<file path="config.mk">
export PLATFORM = sky130hd
export DESIGN_NAME = mux_arbiter_2to1
export DESIGN_NICKNAME = d
export VERILOG_FILES = /design/src/rtl/muxarb_pkg.sv /design/src/rtl/muxarb_lane_fifo.sv /design/src/rtl/mux_arbiter_2to1.sv
export SDC_FILE = /design/constraint.sdc
export NUM_CORES = 1
export LEC_CHECK = 0
export ABC_AREA = 0
export CAP_MARGIN = 20
export CORE_MARGIN = 2
export CORE_UTILIZATION = 55
export DETAILED_ROUTE_END_ITERATION = 8
export PLACE_DENSITY = 0.86
export SYNTH_ARGS = -nofsm -noshare
export SYNTH_HDL_FRONTEND = slang
export SYNTH_SLANG_ARGS = --single-unit
</file>
<file path="constraint.sdc">
create_clock -name clk_4f -period 2.95 [get_ports clk_4f]
set_input_delay 0.59 -clock clk_4f [delete_from_list [all_inputs] [get_ports clk_4f]]
set_output_delay 0.59 -clock clk_4f [all_outputs]
set_load 0.005 [all_outputs]
</file>
<file path="src/rtl/muxarb_pkg.sv">
// Shared definitions for the L2 2-to-1 byte mux arbiter.
// Contents:
//   DEF_DATA_W  - default lane/output data width
//   CNT_W       - width of the optional grant counters
//   out_state_e - output stage FSM encoding
//   LANE0/LANE1 - lane index constants
//   rr_pick     - round-robin lane choice when both lanes are pending
package muxarb_pkg;

    localparam int DEF_DATA_W = 8;
    localparam int CNT_W      = 16;

    typedef enum logic {
        OUT_EMPTY = 1'b0,
        OUT_VALID = 1'b1
    } out_state_e;

    localparam logic LANE0 = 1'b0;
    localparam logic LANE1 = 1'b1;

    // With both lanes pending, the lane that did not win last time goes next.
    function automatic logic rr_pick(input logic last_grant);
        return (last_grant == LANE0) ? LANE1 : LANE0;
    endfunction

endpackage

</file>
<file path="src/rtl/muxarb_lane_fifo.sv">
// Per-lane synchronous FIFO.
// Ports:
//   clk_i    - clock
//   rst_i    - synchronous active-high reset; discards all contents
//   push_i   - write data_i (ignored when full)
//   data_i   - write data
//   pop_i    - drop the head entry (ignored when empty)
//   head_o   - current head entry (valid when !empty_o)
//   full_o   - count_o == DEPTH
//   empty_o  - count_o == 0
//   count_o  - occupancy, log2(DEPTH)+1 bits
// DEPTH must be a power of two so the pointers wrap naturally.
module muxarb_lane_fifo #(
    parameter int DATA_W = 8,
    parameter int DEPTH  = 4,
    localparam int AW    = $clog2(DEPTH),
    localparam int CW    = AW + 1
) (
    input  logic              clk_i,
    input  logic              rst_i,
    input  logic              push_i,
    input  logic [DATA_W-1:0] data_i,
    input  logic              pop_i,
    output logic [DATA_W-1:0] head_o,
    output logic              full_o,
    output logic              empty_o,
    output logic [CW-1:0]     count_o
);

    logic [DATA_W-1:0] mem_q [DEPTH];
    logic [AW-1:0]     wr_ptr_q, wr_ptr_d;
    logic [AW-1:0]     rd_ptr_q, rd_ptr_d;
    logic [CW-1:0]     count_q,  count_d;
    logic              do_push;
    logic              do_pop;

    assign full_o  = (count_q == CW'(DEPTH));
    assign empty_o = (count_q == '0);
    assign count_o = count_q;
    assign head_o  = mem_q[rd_ptr_q];

    assign do_push = push_i && !full_o;
    assign do_pop  = pop_i && !empty_o;

    always_comb begin
        wr_ptr_d = wr_ptr_q;
        rd_ptr_d = rd_ptr_q;
        count_d  = count_q;
        if (do_push) begin
            wr_ptr_d = wr_ptr_q + AW'(1);
        end
        if (do_pop) begin
            rd_ptr_d = rd_ptr_q + AW'(1);
        end
        // Simultaneous push and pop leaves the occupancy unchanged.
        case ({do_push, do_pop})
            2'b10:   count_d = count_q + CW'(1);
            2'b01:   count_d = count_q - CW'(1);
            default: count_d = count_q;
        endcase
    end

    always_ff @(posedge clk_i) begin
        if (rst_i) begin
            wr_ptr_q <= '0;
            rd_ptr_q <= '0;
            count_q  <= '0;
        end else begin
            wr_ptr_q <= wr_ptr_d;
            rd_ptr_q <= rd_ptr_d;
            count_q  <= count_d;
        end
    end

    // Storage needs no reset: stale entries are unreachable once the
    // pointers and count are cleared.
    always_ff @(posedge clk_i) begin
        if (do_push && !rst_i) begin
            mem_q[wr_ptr_q] <= data_i;
        end
    end

endmodule

</file>
<file path="src/rtl/mux_arbiter_2to1.sv">
// Round-robin arbiter and registered output stage for the L2 2-to-1 byte mux.
// Two lanes push bytes into per-lane FIFOs; one lane per cycle is granted into
// an output register that holds until the downstream stage accepts it.
//
// Optional feature: define MUXARB_STATS_EN to add saturating per-lane grant
// counters (grant_cnt0/grant_cnt1 ports).
//
// Ports:
//   clk_4f          - sole clock, rising edge
//   reset           - synchronous, active-high
//   in0/valid_bit0  - lane 0 data/valid;   ready0 - lane 0 can accept
//   in1/valid_bit1  - lane 1 data/valid;   ready1 - lane 1 can accept
//   out_ready       - downstream accepts data_out1
//   selector        - lane of the byte in the output stage
//   data_out1       - registered output byte
//   valid_bit_out1  - data_out1 valid
//   grant_cnt0/1    - grant counters (MUXARB_STATS_EN only)
//
// Output FSM:
//   state     | meaning
//   OUT_EMPTY | output register holds no valid byte
//   OUT_VALID | output register holds a byte awaiting out_ready
module mux_arbiter_2to1
    import muxarb_pkg::*;
#(
    parameter int DATA_W     = DEF_DATA_W,
    parameter int FIFO_DEPTH = 4
) (
    input  logic              clk_4f,
    input  logic              reset,
    input  logic [DATA_W-1:0] in0,
    input  logic              valid_bit0,
    output logic              ready0,
    input  logic [DATA_W-1:0] in1,
    input  logic              valid_bit1,
    output logic              ready1,
    input  logic              out_ready,
    output logic              selector,
    output logic [DATA_W-1:0] data_out1,
    output logic              valid_bit_out1
`ifdef MUXARB_STATS_EN
    ,
    output logic [CNT_W-1:0]  grant_cnt0,
    output logic [CNT_W-1:0]  grant_cnt1
`endif
);

    localparam int FW = $clog2(FIFO_DEPTH) + 1;

    out_state_e        state_q, state_d;
    logic [DATA_W-1:0] data_q,  data_d;
    logic              sel_q,   sel_d;
    logic              last_q,  last_d;

    logic [DATA_W-1:0] head0, head1;
    logic              full0, full1;
    logic              empty0, empty1;
    logic [FW-1:0]     count0, count1;
    logic              push0, push1;
    logic              pop0, pop1;
    logic              load_ok;
    logic              grant;
    logic              grant_lane;

    // Readiness is taken from the count; full is implied by it.
    logic unused_full;
    assign unused_full = full0 ^ full1;

    assign ready0 = !reset && (count0 < FW'(FIFO_DEPTH));
    assign ready1 = !reset && (count1 < FW'(FIFO_DEPTH));
    assign push0  = valid_bit0 && ready0;
    assign push1  = valid_bit1 && ready1;

    muxarb_lane_fifo #(
        .DATA_W (DATA_W),
        .DEPTH  (FIFO_DEPTH)
    ) u_fifo0 (
        .clk_i   (clk_4f),
        .rst_i   (reset),
        .push_i  (push0),
        .data_i  (in0),
        .pop_i   (pop0),
        .head_o  (head0),
        .full_o  (full0),
        .empty_o (empty0),
        .count_o (count0)
    );

    muxarb_lane_fifo #(
        .DATA_W (DATA_W),
        .DEPTH  (FIFO_DEPTH)
    ) u_fifo1 (
        .clk_i   (clk_4f),
        .rst_i   (reset),
        .push_i  (push1),
        .data_i  (in1),
        .pop_i   (pop1),
        .head_o  (head1),
        .full_o  (full1),
        .empty_o (empty1),
        .count_o (count1)
    );

    always_comb begin
        load_ok    = (state_q == OUT_EMPTY) || out_ready;
        grant      = 1'b0;
        grant_lane = LANE0;
        if (load_ok) begin
            if (!empty0 && !empty1) begin
                grant      = 1'b1;
                grant_lane = rr_pick(last_q);
            end else if (!empty0) begin
                grant      = 1'b1;
                grant_lane = LANE0;
            end else if (!empty1) begin
                grant      = 1'b1;
                grant_lane = LANE1;
            end
        end
    end

    assign pop0 = grant && (grant_lane == LANE0);
    assign pop1 = grant && (grant_lane == LANE1);

    always_comb begin
        state_d = state_q;
        data_d  = data_q;
        sel_d   = sel_q;
        last_d  = last_q;
        case (state_q)
            OUT_EMPTY: begin
                if (grant) begin
                    state_d = OUT_VALID;
                end
            end
            OUT_VALID: begin
                if (out_ready) begin
                    state_d = grant ? OUT_VALID : OUT_EMPTY;
                end
            end
            default: state_d = OUT_EMPTY;
        endcase
        if (grant) begin
            data_d = (grant_lane == LANE1) ? head1 : head0;
            sel_d  = grant_lane;
            last_d = grant_lane;
        end
    end

    always_ff @(posedge clk_4f) begin
        if (reset) begin
            state_q <= OUT_EMPTY;
            data_q  <= '0;
            sel_q   <= LANE0;
            last_q  <= LANE1;
        end else begin
            state_q <= state_d;
            data_q  <= data_d;
            sel_q   <= sel_d;
            last_q  <= last_d;
        end
    end

    assign valid_bit_out1 = (state_q == OUT_VALID);
    assign data_out1      = data_q;
    assign selector       = sel_q;

`ifdef MUXARB_STATS_EN
    logic [CNT_W-1:0] gcnt0_q, gcnt1_q;

    always_ff @(posedge clk_4f) begin
        if (reset) begin
            gcnt0_q <= '0;
            gcnt1_q <= '0;
        end else begin
            if (pop0 && (gcnt0_q != '1)) begin
                gcnt0_q <= gcnt0_q + CNT_W'(1);
            end
            if (pop1 && (gcnt1_q != '1)) begin
                gcnt1_q <= gcnt1_q + CNT_W'(1);
            end
        end
    end

    assign grant_cnt0 = gcnt0_q;
    assign grant_cnt1 = gcnt1_q;
`endif

endmodule

</file>
==> flow_summary.toml, run 1 <==
[power_and_ir_drop]
leakagePower_nw = 1.527
clkPwrFrac = 0.232
p_comb_frac = 0.325
swShare = 0.3161
seq_power_share = 0.443
irDropWorstVdd_v = 0.0005093
pwr_density_cell_nw_per_um2 = 919.8
p_sw_mw = 1.253
p_int_mw = 2.712

[synth]
synth_top_family_by_area = "multiplexers"
synth_xor_area_frac = 0.02378
ys_types = 33
synth_ff_type = "edfxtp_1"
synth-simple-area-share = 0.06182
yosys-mux-area-fraction = 0.1168
post_synth.cell_area_avg_sq_um = 15.95
synth-edff-count = 64
seq_area_frac_synth = 0.6793
synth_compound_area_frac = 0.04688
synth.ff_latch_count = 93
yosysWarnings = 0
synth_area_sq_um = 3684
synthesis.nets = 264
async_flop_share = 0
synth_fa_ha_area_frac = 0.04484
syn_inst = 231

[detailed_routing]
post_drt_wl_per_cell_um = 18.62
vias_per_cell = 5.655
drtIter0Drc = 98
firstDrtPassIters = 6
wirelength_um = 6535
drc = 0
vias = 1985
drtAntennaViolNets = 0

[sta]
maxSlewViolCount = 0
rsz0062_at_grt = "no"
hold_violations = 0
tns_ns = 0
worstMarginPinSlew_ns = 0.5747
fmax_mhz = 399.0
post-route-min-period_ns = 2.506
clock_skew_ns = 0.01424
setup_violations = 0
period_share = 0.8495
setup_slack_ns = 0.4439
maxSlewHeadroom = 0.6164

[critical_path]
slowest_delay_ns = 0.50
rr_worst_depth = 9
critPathArrivalTime_ns = 1.92
cp_cell_sequence = "clkdlybuf4s50_1 > nor2_1 > buf_4 > clkdlybuf4s50_1"
startpoint_type = "input port"
path_class = "input port to primary output"
cpMaxStageDelayCell = "clkdlybuf4s50_1"
crit_top_cell = "clkdlybuf4s50_1"
crit_fanout = 5
crit_path_end_kind = "primary output"
cp_data_required_time_ns = 2.36

[grt]
grt_use_total = 0.1950
grt_pass1_wl_um = 10470
grt_overflow = 0
antenna_found_initial = 0
grt_max_degree = 26
grt_pass1_vias = 2125

[placed_design]
gp_congestion = 0.7490
post_dp_cell_area_sq_um = 4089
dpl.hpwl_um = 4533
dpl_worst_slack_ns = 0.1188
io_buffer_count = 32

[layout]
syn2layout_area_growth_pct = 17.02
stdcell_area_sq_um = 4310
nets = 302
drive_gt1_frac = 0.1460
diodes = 0

[die]
core_area_sq_um = 6422
start_util = 0.5735
die_w_um = 85.84
io_pins = 33
dieArea_sq_um = 7368
chipHeight_um = 85.84
fp-row-count = 29

[clocking]
root_buffer = "clkbuf_8"
clkTransAtPathRegs_ns = 0.09
post_cts_buffers = 0
cts_buffer_depth = 2
holdBufCountCts = 0
cts_buffers = 9
cts_resized = 0
clk-insertion-delay-late_ns = 0.36
cts.sinks = 93
cts_max_level = 3
cts_tree = "built"

[run]
maxCapViolCount = 0

[worst_hold_path]
min_path_type = "register to register"
min_path_cells = 2

[status]
outcome = "completed"
[per-layer routing]
layer	GRT usage	share of wire	routed length, um
met3	0.06545	0.044	285
met4	0.05051	0.011	73
met1	0.2293	0.41	2652
met2	0.3452	0.54	3525
met5	0	0	0
[critical path: cells and delay by family]
kind | cells | cell delay [ns]
AND/OR/NAND/NOR | 1 | 0.18
buffers and inverters | 3 | 1.15
[flip-flops by register name, summed over array words and instances (netlist names), 3 cells and up, named ones only]
| name | count |
|---|---|
| u_fifo0.mem_q | 32 |
| u_fifo0.count_o | 3 |
| data_out1 | 8 |
| u_fifo1.count_o | 3 |
| u_fifo1.mem_q | 32 |
[synthesized netlist by cell type (2+ instances only)]
| master | n | area share |
|---|---|---|
| xnor2_1 | 4 | 0.0095 |
| ha_1 | 10 | 0.034 |
| dfxtp_1 | 29 | 0.16 |
| o21ai_0 | 3 | 0.0041 |
| mux2i_1 | 7 | 0.019 |
| a21oi_1 | 6 | 0.0082 |
| buf_1 | 3 | 0.0031 |
| and2_1 | 2 | 0.0034 |
| mux4_2 | 16 | 0.098 |
| or3_1 | 4 | 0.0068 |
| edfxtp_1 | 64 | 0.52 |
| o31ai_1 | 3 | 0.0061 |
| clkbuf_2 | 2 | 0.0027 |
| fa_1 | 2 | 0.011 |
| a211oi_1 | 7 | 0.014 |
| and3_1 | 8 | 0.014 |
| clkbuf_1 | 3 | 0.0031 |
| nand2_1 | 2 | 0.0020 |
| nor2_1 | 26 | 0.026 |
| xor2_1 | 6 | 0.014 |
| inv_1 | 12 | 0.012 |
[placed cells by master (no fill, tap or decap), drive strengths merged, types with 3 or more instances in the layout]
cell / synthesis / routed
a211oi: 7 / 7
a21oi: 6 / 6
and3: 8 / 8
buf: 5 / 5
clkbuf: 5 / 9
clkdlybuf4s50: 0 / 32
dfxtp: 29 / 29
edfxtp: 64 / 64
ha: 10 / 10
inv: 13 / 14
mux2i: 7 / 7
mux4: 16 / 16
nor2: 26 / 26
o21ai: 3 / 3
o31ai: 3 / 3
or3: 4 / 4
xnor2: 4 / 4
xor2: 6 / 6
[stage by stage]
stage / std cells / utilization / hold slack, ns / total power, mW
finish: 351 / 0.6711 / 0.5090 / 3.965
detailed placement: 335 / 0.6367 / 0.5034 / 3.072
global placement: 335 / 0.6367 / 0.4773 / 3.002
global route: 351 / 0.6711 / 0.5665 / 4.197
CTS: 351 / 0.6711 / 0.5078 / 3.995
floorplan: 231 / - / 0.4790 / 2.692
[layout make-up]
| class | count | area [sq um] |
|---|---|---|
| sequential | 93 | 2502 |
| fill | 452 | 2112 |
| multi-input combinational | 115 | 1084 |
| timing repair buffer | 37 | 357.8 |
| clock buffer | 9 | 123.9 |
| clock inverter | 7 | 97.59 |
| tap | 77 | 96.34 |
| inverter | 13 | 48.80 |
[logic make-up after synthesis]
| group | Yosys count |
|---|---|
| flops | 93 |
| buf+inv | 23 |
| compound gates | 24 |
| xor+xnor | 10 |
| mux | 23 |
| fa+ha+maj | 12 |
| simple gates | 46 |
[worst paths after layout]
kind                 startpoint            endpoint  slack (ns)
min reg2reg        data_out1[6]        data_out1[6]        0.51
max                       reset              ready0        0.44
min                data_out1[6]        data_out1[6]        0.51
max reg2reg  u_fifo0.count_o[0]  u_fifo1.count_o[2]        0.56
[power groups by stage]
| stage | registers (mW) | logic (mW) | clock network (mW) |
|---|---|---|---|
| 6_report | 1.76 | 1.29 | 0.920 |
| 3_3_place_gp | 1.78 | 1.22 | 0 |
| 4_1_cts | 1.76 | 1.30 | 0.934 |
| 5_1_grt | 1.79 | 1.42 | 0.988 |
| 3_5_place_dp | 1.79 | 1.28 | 0 |
| 2_1_floorplan | 1.70 | 0.991 | 0 |
Note: power is estimated with default switching activity, not from simulation.
==> inputs of run 2 (changes only) <==
--- a/config.mk
+++ b/config.mk
@@ -8,9 +8,9 @@
 export ABC_AREA = 0
 export CAP_MARGIN = 20
 export CORE_MARGIN = 2
-export CORE_UTILIZATION = 55
+export CORE_UTILIZATION = 51
 export DETAILED_ROUTE_END_ITERATION = 8
-export PLACE_DENSITY = 0.86
+export PLACE_DENSITY = 0.84
 export SYNTH_ARGS = -nofsm -noshare
 export SYNTH_HDL_FRONTEND = slang
 export SYNTH_SLANG_ARGS = --single-unit
==> constraint.sdc (replaced) <==
create_clock -name clk_4f -period 2.05 [get_ports clk_4f]
set_input_delay 0.41 -clock clk_4f [delete_from_list [all_inputs] [get_ports clk_4f]]
set_output_delay 0.41 -clock clk_4f [all_outputs]
set_load 0.005 [all_outputs]
==> flow_summary.toml, run 2 (synthesized netlist as in run 1, its figures left out) <==
[status]
outcome = "finished with violations"
violations = "negative setup slack"

[worst_hold_path]
worstHoldEndpoint = "u_fifo1.count_o[0]"
min_path_type = "input port to register"
min_path_cells = 2
min_from = "reset"

[grt]
grt_use_total = 0.1845
grt_overflow = 0
grt_max_degree = 24
grt_pass1_wl_um = 10290
grt_pass1_vias = 2142
antenna_found_initial = 0

[placed_design]
dpl_worst_slack_ns = -0.5119
io_buffer_count = 32
gp_congestion = 0.8309
dpl.hpwl_um = 4711

[critical_path]
path_class = "register to register"
rr_startpoint = "u_fifo1.count_o[2]"
crit_path_end_kind = "register"
rr_worst_depth = 8
critPathArrivalTime_ns = 2.38
startpoint_type = "register"
rr_endpoint = "u_fifo0.count_o[2]"
ff2ff_setup_slack_ns = -0.04
cp_data_required_time_ns = 2.34
crit_fanout = 5

[sta]
rsz0062_at_grt = "yes"
period_share = 1.018
setup_violations = 2
hold_violations = 0
maxSlewHeadroom = 0.7366
setup_slack_ns = -0.03653
tns_ns = -0.04320
maxSlewViolCount = 0
worstMarginPinSlew_ns = 0.3910
clock_skew_ns = 0.008652
post-route-min-period_ns = 2.087
fmax_mhz = 479.3

[detailed_routing]
drc = 0
vias_per_cell = 5.327
drtAntennaViolNets = 0
wirelength_um = 6654
drtIter0Drc = 87
vias = 2104
post_drt_wl_per_cell_um = 16.85
firstDrtPassIters = 5

[die]
start_util = 0.5333
fp-row-count = 30
dieArea_sq_um = 7918
chipHeight_um = 88.99
core_area_sq_um = 6907
die_w_um = 88.99
io_pins = 33

[layout]
final_cell_mix = "edfxtp_1 (64), clkdlybuf4s50_1 (30), nor2_1 (25), dfxtp_1 (25), buf_4 (23)"
drive_gt1_frac = 0.2676
syn2layout_area_growth_pct = 26.02
final_common_cell = "edfxtp_1"
diodes = 0
finish.utilization = 0.6721
fillCellCount = 485
nets = 327

[power_and_ir_drop]
seq_power_share = 0.423
leakagePower_nw = 1.675
p_comb_frac = 0.391
p_sw_mw = 1.955
irDropWorstVdd_v = 0.0005842
pwr_density_cell_nw_per_um2 = 1284
p_int_mw = 4.004
swShare = 0.3280
clkPwrFrac = 0.186

[clocking]
cts_buffer_depth = 2
clk-insertion-delay-late_ns = 0.36
holdBufCountCts = 0
clkTransAtPathRegs_ns = 0.10
cts_max_level = 3
root_buffer = "clkbuf_8"
cts_buffers = 9
cts_tree = "built"
cts.sinks = 93

[run]
maxCapViolCount = 0
-- run 2: final cells by class --
class | instances | area (sq um) | area share
clock buffers | 9 | 123.9 | 0.02668
clock inverters | 7 | 57.56 | 0.01240
inverters | 13 | 51.30 | 0.01105
multi-input cells | 115 | 1145 | 0.2466
flip-flops and latches | 93 | 2510 | 0.5407
well taps | 96 | 120.1 | 0.02588
repair buffers | 62 | 634.4 | 0.1367
-- run 2: per-stage QoR --
stage	total power, mW	hold WS [ns]	std cells	area [sq um]
finish	5.959	0.4972	395	4642
global route	6.298	0.4943	395	4642
CTS	5.938	0.4907	394	4619
detailed placement	4.809	0.5174	378	4423
global placement	4.674	0.4710	378	4423
floorplan	3.971	0.4790	231	3740
-- run 2: worst max-delay path, cell delays in order (launching register included) --
cell     delay, ns
dfxtp_4       0.37
nor3_4        0.20
o211a_1       0.21
ha_2          0.19
inv_2         0.04
fa_2          0.34
xor2_1        0.17
or3_1         0.37
a21oi_1       0.12
-- run 2: how the worst max path moves through the flow --
stage	from	end	slack [ns]
global placement	reset	u_fifo1.count_o[2]	-0.42
floorplan	u_fifo0.count_o[2]	u_fifo1.count_o[2]	0.0009
CTS	out_ready	u_fifo1.count_o[2]	-0.02
global route	u_fifo1.count_o[2]	u_fifo0.count_o[2]	-0.12
detailed placement	reset	u_fifo1.count_o[2]	-0.51
finish	u_fifo1.count_o[2]	u_fifo0.count_o[2]	-0.04
-- run 2: per-layer routing --
metal	GRT usage	routed length, um
met1	0.2204	2717
met2	0.3039	3383
met3	0.05540	343
met4	0.09634	210
met5	0	0
-- run 2: power by group through the flow --
stage                     combinational, mW  clock, mW  sequential [mW]
after floorplan                        1.51          0             2.46
after global placement                 2.15          0             2.52
after detailed placement               2.27          0             2.54
after CTS                              2.30       1.13             2.51
after global routing                   2.54       1.20             2.55
final                                  2.33       1.11             2.52
-- run 2: repair_timing --
item                       4_1_cts  5_1_grt
gates cloned                     0        0
setup endpoints to repair        4        2
gates resized for setup          4        7
setup buffers                    0        1
pin swaps                        1        7
